`src/rtl/modulo_datapath_pkg.sv`:
```
// Shared definitions for the modulo datapath and its controller.
package modulo_datapath_pkg;

  // ALU operation select. Any encoding outside these three behaves as idle.
  typedef enum logic [2:0] {
    ALU_COMPARE = 3'd0,
    ALU_DIFF    = 3'd1,
    ALU_IDLE    = 3'd2
  } alu_mode_e;

endpackage

```
`src/rtl/modulo_alu.sv`:
```
// Combinational ALU for the repeated-subtraction modulo loop.
module modulo_alu
  import modulo_datapath_pkg::*;
#(
  parameter int W = 8
) (
  input  logic [W-1:0] a,
  input  logic [W-1:0] b,
  input  logic [2:0]   mode,
  output logic [W-1:0] res,
  output logic         flag
);

  // Compare raises flag when a < b (unsigned); diff wraps modulo 2^W; idle drives zeros.
  always_comb begin
    // NOTE: defaults assigned first so every path drives every output and no latch is inferred.
    res  = '0;
    flag = 1'b0;
    case (mode)
      ALU_COMPARE: flag = (a < b);
      ALU_DIFF:    res  = a - b;
      default:     ;
    endcase
  end

endmodule

```
`src/rtl/modulo_datapath.sv`:
```
// Datapath for a modulo unit: operand registers, working register erg, termination
// flag and result/valid/error outputs, driven by strobes from an external controller.
module modulo_datapath
  import modulo_datapath_pkg::*;
#(
  parameter int W = 8
) (
  input  logic         clk,
  input  logic         rst_i,
  input  logic [W-1:0] a_i,
  input  logic [W-1:0] b_i,
  input  logic [2:0]   alu_mode_i,
  input  logic         wren_update_Zahlen_i,
  input  logic         wren_Zahl1_to_erg_i,
  input  logic         wren_res_to_erg_i,
  input  logic         wren_term_erg_i,
  input  logic         erg_to_alu_a_i,
  input  logic         Zahl2_to_alu_b_i,
  input  logic         check_for_termination_i,
  output logic [W-1:0] result_o,
  output logic         valid_o,
  output logic         err_o
);

  logic [W-1:0] zahl1;
  logic [W-1:0] zahl2;
  logic [W-1:0] erg;
  logic         term;
  logic         done;

  logic [W-1:0] alu_a;
  logic [W-1:0] alu_b;
  logic [W-1:0] alu_res;
  logic         alu_flag;

  logic         erg_from_zahl1;
  logic         erg_from_res;
  logic         term_we;
  logic         check_fire;
  logic         divide_by_zero;

  // Operand selects: a deasserted select feeds zero into the ALU.
  assign alu_a = erg_to_alu_a_i   ? erg   : '0;
  assign alu_b = Zahl2_to_alu_b_i ? zahl2 : '0;

  modulo_alu #(.W(W)) u_alu (
    .a    (alu_a),
    .b    (alu_b),
    .mode (alu_mode_i),
    .res  (alu_res),
    .flag (alu_flag)
  );

  // Done gating: once the result is out, late erg/term strobes and further checks are
  // ignored, since the controller only sees valid one cycle late. Zahl1 load beats res load.
  always_comb begin
    divide_by_zero = (zahl2 == '0);
    erg_from_zahl1 = wren_Zahl1_to_erg_i && !done;
    erg_from_res   = wren_res_to_erg_i && !wren_Zahl1_to_erg_i && !done;
    term_we        = wren_term_erg_i && !done;
    check_fire     = check_for_termination_i && !done && !wren_update_Zahlen_i
                     && (term || divide_by_zero);
  end

  // All state: operand capture, erg/term updates, completion with one-cycle valid pulse.
  always_ff @(posedge clk or posedge rst_i) begin
    if (rst_i) begin
      // NOTE: sequential state uses non-blocking assignments so every register samples pre-edge values.
      zahl1    <= '0;
      zahl2    <= '0;
      erg      <= '0;
      term     <= 1'b0;
      done     <= 1'b0;
      result_o <= '0;
      valid_o  <= 1'b0;
      err_o    <= 1'b0;
    end else begin
      valid_o <= 1'b0;

      if (wren_update_Zahlen_i) begin
        zahl1 <= a_i;
        zahl2 <= b_i;
        done  <= 1'b0;
        err_o <= 1'b0;
      end

      if (erg_from_zahl1) begin
        erg <= zahl1;
      end else if (erg_from_res) begin
        erg <= alu_res;
      end

      if (term_we) begin
        term <= alu_flag;
      end

      if (check_fire) begin
        done    <= 1'b1;
        valid_o <= 1'b1;
        if (divide_by_zero) begin
          err_o    <= 1'b1;
          result_o <= '0;
        end else begin
          result_o <= erg;
        end
      end
    end
  end

endmodule

```
`config.mk`:
```
export PLATFORM = sky130hd
export DESIGN_NAME = modulo_datapath
export DESIGN_NICKNAME = d
export VERILOG_FILES = /design/src/rtl/modulo_datapath_pkg.sv /design/src/rtl/modulo_alu.sv /design/src/rtl/modulo_datapath.sv
export SDC_FILE = /design/constraint.sdc
export NUM_CORES = 1
export LEC_CHECK = 0
export CAP_MARGIN = 20
export CORE_ASPECT_RATIO = 1.5
export CORE_UTILIZATION = 54
export CTS_CLUSTER_SIZE = 12
export DETAILED_ROUTE_END_ITERATION = 16
export HOLD_SLACK_MARGIN = 0.15
export PLACE_DENSITY = 0.91
export SYNTH_ARGS = -nofsm -noshare
export SYNTH_HDL_FRONTEND = slang
export SYNTH_SLANG_ARGS = --single-unit
export TNS_END_PERCENT = 50
```
`constraint.sdc`:
```
create_clock -name clk -period 3 [get_ports clk]
set_clock_uncertainty 0.05 [all_clocks]
set_input_delay 0.45 -clock clk [delete_from_list [all_inputs] [get_ports clk]]
set_output_delay 0.45 -clock clk [all_outputs]
set_load 0.005 [all_outputs]
```
==> summary.md <==
| Metric | Value |
|---|---|
| Slowest stage delay, CP | `0.61 ns` |
| Htree depth | `2` |
| CP max FO | `8` |
| DIE AREA | `3630 µm²` |
| Critical setup path kind | `in -> reg` |
| Residual DRC | `0` |
| Post-route cell area | `2340 µm²` |
| Starting Density | `0.573` |
| Die width | `49.5 µm` |
| Drt initial violations | `52` |
| Max Fclk | `397 MHz` |
| CTS tree | `done` |
| Max Cap Viol | `0` |
| Part of the cycle the worst path needs | `0.840` |
| First-pass GRT wire length | `6.95 mm` |
| Total Routing Usage GR | `0.266` |
| Kind of end point of the critical path | `register` |
| Root Buffer | `clkbuf_8` |
| Synthesized flop and latch total | `36` |
| # Post-CTS Setup Buffers | `0` |
| Share of cells above drive strength 1 | `0.169` |
| Syn Nets | `191` |
| DP HPWL | `3.29 mm` |
| Final hold slack | `0.452 ns` |
| Initial antenna violation count | `0` |
| Synth warn | `0` |
| Synth Cell Area | `1830 µm²` |
| Max_slew headroom | `0.577` |
| PortBufs | `37` |
| FP Rows | `25` |
| Multi-input gate area | `887 µm²` |
| Most frequent cells in the layout | `37 x clkdlybuf4s50_1, 36 x dfrtp_1, 16 x mux2_2` |
| Cell count after synthesis | `153` |
| Post-synthesis sequential area ratio | `0.492` |
| Setup Viol. Count Final | `0` |
| Fin crit period | `2.52 ns` |
| Multiplexer area fraction after synthesis | `0.0985` |
| CTS Buffer Depth | `2` |
| Routed WL | `4.34 mm` |
| CTS resizes | `0` |
| Final global-route overflow total | `0` |
| Most common cell after layout, fill and taps aside | `clkdlybuf4s50_1` |
| CP bufs+invs | `1` |
| CTS Buf Count | `5` |
| Post-synthesis xor/xnor area fraction | `0.0144` |
| Insertion delay to the later sink of the worst-skew pair | `0.29 ns` |
| Worst EP arrival | `2.62 ns` |
| N_diodes | `0` |
| Cell family with most CP delay | `compound AO/OA/AOI/OAI gates` |
| Drt first pass iters | `4` |
| Compound-cell area share of the yosys netlist | `0.188` |
| Hold WC Path Type | `reg -> reg` |
| Final nets | `233` |
| FILL cells | `234` |
| Largest net degree at the start of global routing | `37` |
| RD Place Congestion | `0.993` |
| PD cells | `568 nW/µm²` |
| Main combinational cell family by area after synthesis | `compound AO/OA/AOI/OAI gates` |
| Final Hold Viols | `0` |
| Synth Area in Simple Gates | `0.111` |
| Synth Area in Adders | `0.0725` |
| Status | `completed` |
| Max IR drop VDD | `0.348 mV` |
| Startpoint types | `input port` |
| Mean Syn Cell Area | `12.0 µm²` |
| Vias in the first global route | `1506` |
| Max-slew violation count | `0` |
| Distinct cell type count after synthesis | `36` |
| R2R setup slack | `0.82 ns` |
| Storage element area | `901 µm²` |
| Worst setup margin | `0.481 ns` |
| Crit-path cells | `clkdlybuf4s50_1 -> and2_1 -> ha_1 -> nor2b_1 -> o31a_1 -> o32ai_1 -> xor2_1 -> o21ai_0` |
| DR vias | `1472` |
| DR WL/cell | `18.5 µm` |
| Antenna Nets Post-Route | `0` |
| Worst Tran Pin Value | `0.630 ns` |
| Lkg Pwr | `1.01 nW` |
| DP Area | `2240 µm²` |
| Hold Buf Count CTS | `0` |
| Dpl ws | `0.239 ns` |
| CTS clock-pin slew for the worst setup and hold paths | `0.07 ns` |
| Req. time, crit path | `3.10 ns` |
| Clock Sinks | `36` |
| Area of the core | `3190 µm²` |
| Slowest CP cell | `clkdlybuf4s50_1` |
| # IOs | `38` |
| Setup TNS | `0 ns` |
| RSZ-0062 raised after global routing | `false` |
| Die Height | `73.3 µm` |
| Syn-to-layout area delta | `27.8%` |
| Mean number of vias per cell | `6.26` |
flip-flops by register name, summed over array words and instances, names as in the netlist:
register	count
term	1
done	1
zahl1	8
erg	8
valid_o	1
result_o	8
err_o	1
zahl2	8
layout make-up:
class / count / area share
flip-flops and latches: 36 / 0.385
well taps: 40 / 0.0214
multi-input cells: 108 / 0.379
inverters: 5 / 0.00803
clock buffers: 7 / 0.0412
repair buffers: 39 / 0.165
through the flow:
stage / util / instances / total power, mW
6_report: 0.733 / 235 / 1.33
5_1_grt: 0.733 / 235 / 1.39
4_1_cts: 0.733 / 235 / 1.33
3_5_place_dp: 0.703 / 228 / 0.963
3_3_place_gp: 0.703 / 228 / 0.940
2_1_floorplan: - / 153 / 0.802
metal layers:
layer	track usage	vias up	routed length [µm]
li1	-	649	-
met1	0.276	737	1510
met2	0.476	63	2460
met3	0.0580	23	183
met4	0.175	0	193
met5	0	-	0
worst register-to-register path, cell delays in order (launching register included):
cell     delay [ns]
dfrtp_1        0.41
and2_1         0.20
ha_1           0.31
nor2b_1        0.15
o31a_1         0.30
o32ai_1        0.32
xor2_1         0.20
o21ai_0        0.11
power by group:
group	switching (mW)	internal, mW	leakage, nW	total, mW
clock network	0.164	0.204	0.0503	0.368
logic	0.143	0.210	0.506	0.352
registers	0.0503	0.558	0.449	0.608
total	0.357	0.971	1.01	1.33
final timing paths:
path | start | end | cells after the start
max | erg_to_alu_a_i | erg[7] | 8
min | result_o[7] | result_o[7] | 1
min reg2reg | result_o[7] | result_o[7] | 1
max in group asynchronous | rst_i | zahl1[0] | 3
min in group asynchronous | rst_i | erg[3] | 3
max reg2reg | erg[1] | erg[7] | 7
Yosys cell counts:
cell type | number | area (µm²)
o21ai_4 | 1 | 16.3
and2_1 | 8 | 50.1
nand2_1 | 9 | 33.8
clkbuf_1 | 3 | 11.3
o21a_1 | 6 | 45.0
xor2_1 | 3 | 26.3
nor2_4 | 1 | 11.3
o22ai_1 | 1 | 6.26
o21ai_1 | 1 | 5.00
or4_4 | 2 | 22.5
a31oi_1 | 1 | 6.26
nor2b_1 | 3 | 18.8
a31o_2 | 1 | 8.76
o31a_1 | 2 | 17.5
nand4_1 | 1 | 6.26
fa_1 | 1 | 20.0
nor4b_1 | 1 | 8.76
a211o_1 | 1 | 8.76
or2_2 | 1 | 6.26
o31ai_1 | 1 | 7.51
nor3b_4 | 1 | 18.8
o21ai_0 | 9 | 45.0
ha_1 | 9 | 113
a22oi_1 | 6 | 45.0
a221o_1 | 2 | 20.0
inv_1 | 5 | 18.8
a211oi_1 | 2 | 15.0
a22o_1 | 8 | 70.1
nor2_1 | 6 | 22.5
a21boi_0 | 1 | 7.51
buf_6 | 1 | 11.3
mux2_2 | 16 | 180
o221a_2 | 1 | 11.3
nor3_1 | 1 | 5.00
dfrtp_1 | 36 | 901
o32ai_1 | 1 | 8.76
kinds of logic after synthesis:
group	count (synthesis)
simple gates	34
buf+inv	9
xor+xnor	3
mux	16
compound gates	45
flops	36
fa+ha+maj	10
(Power assumes the default switching activity.)
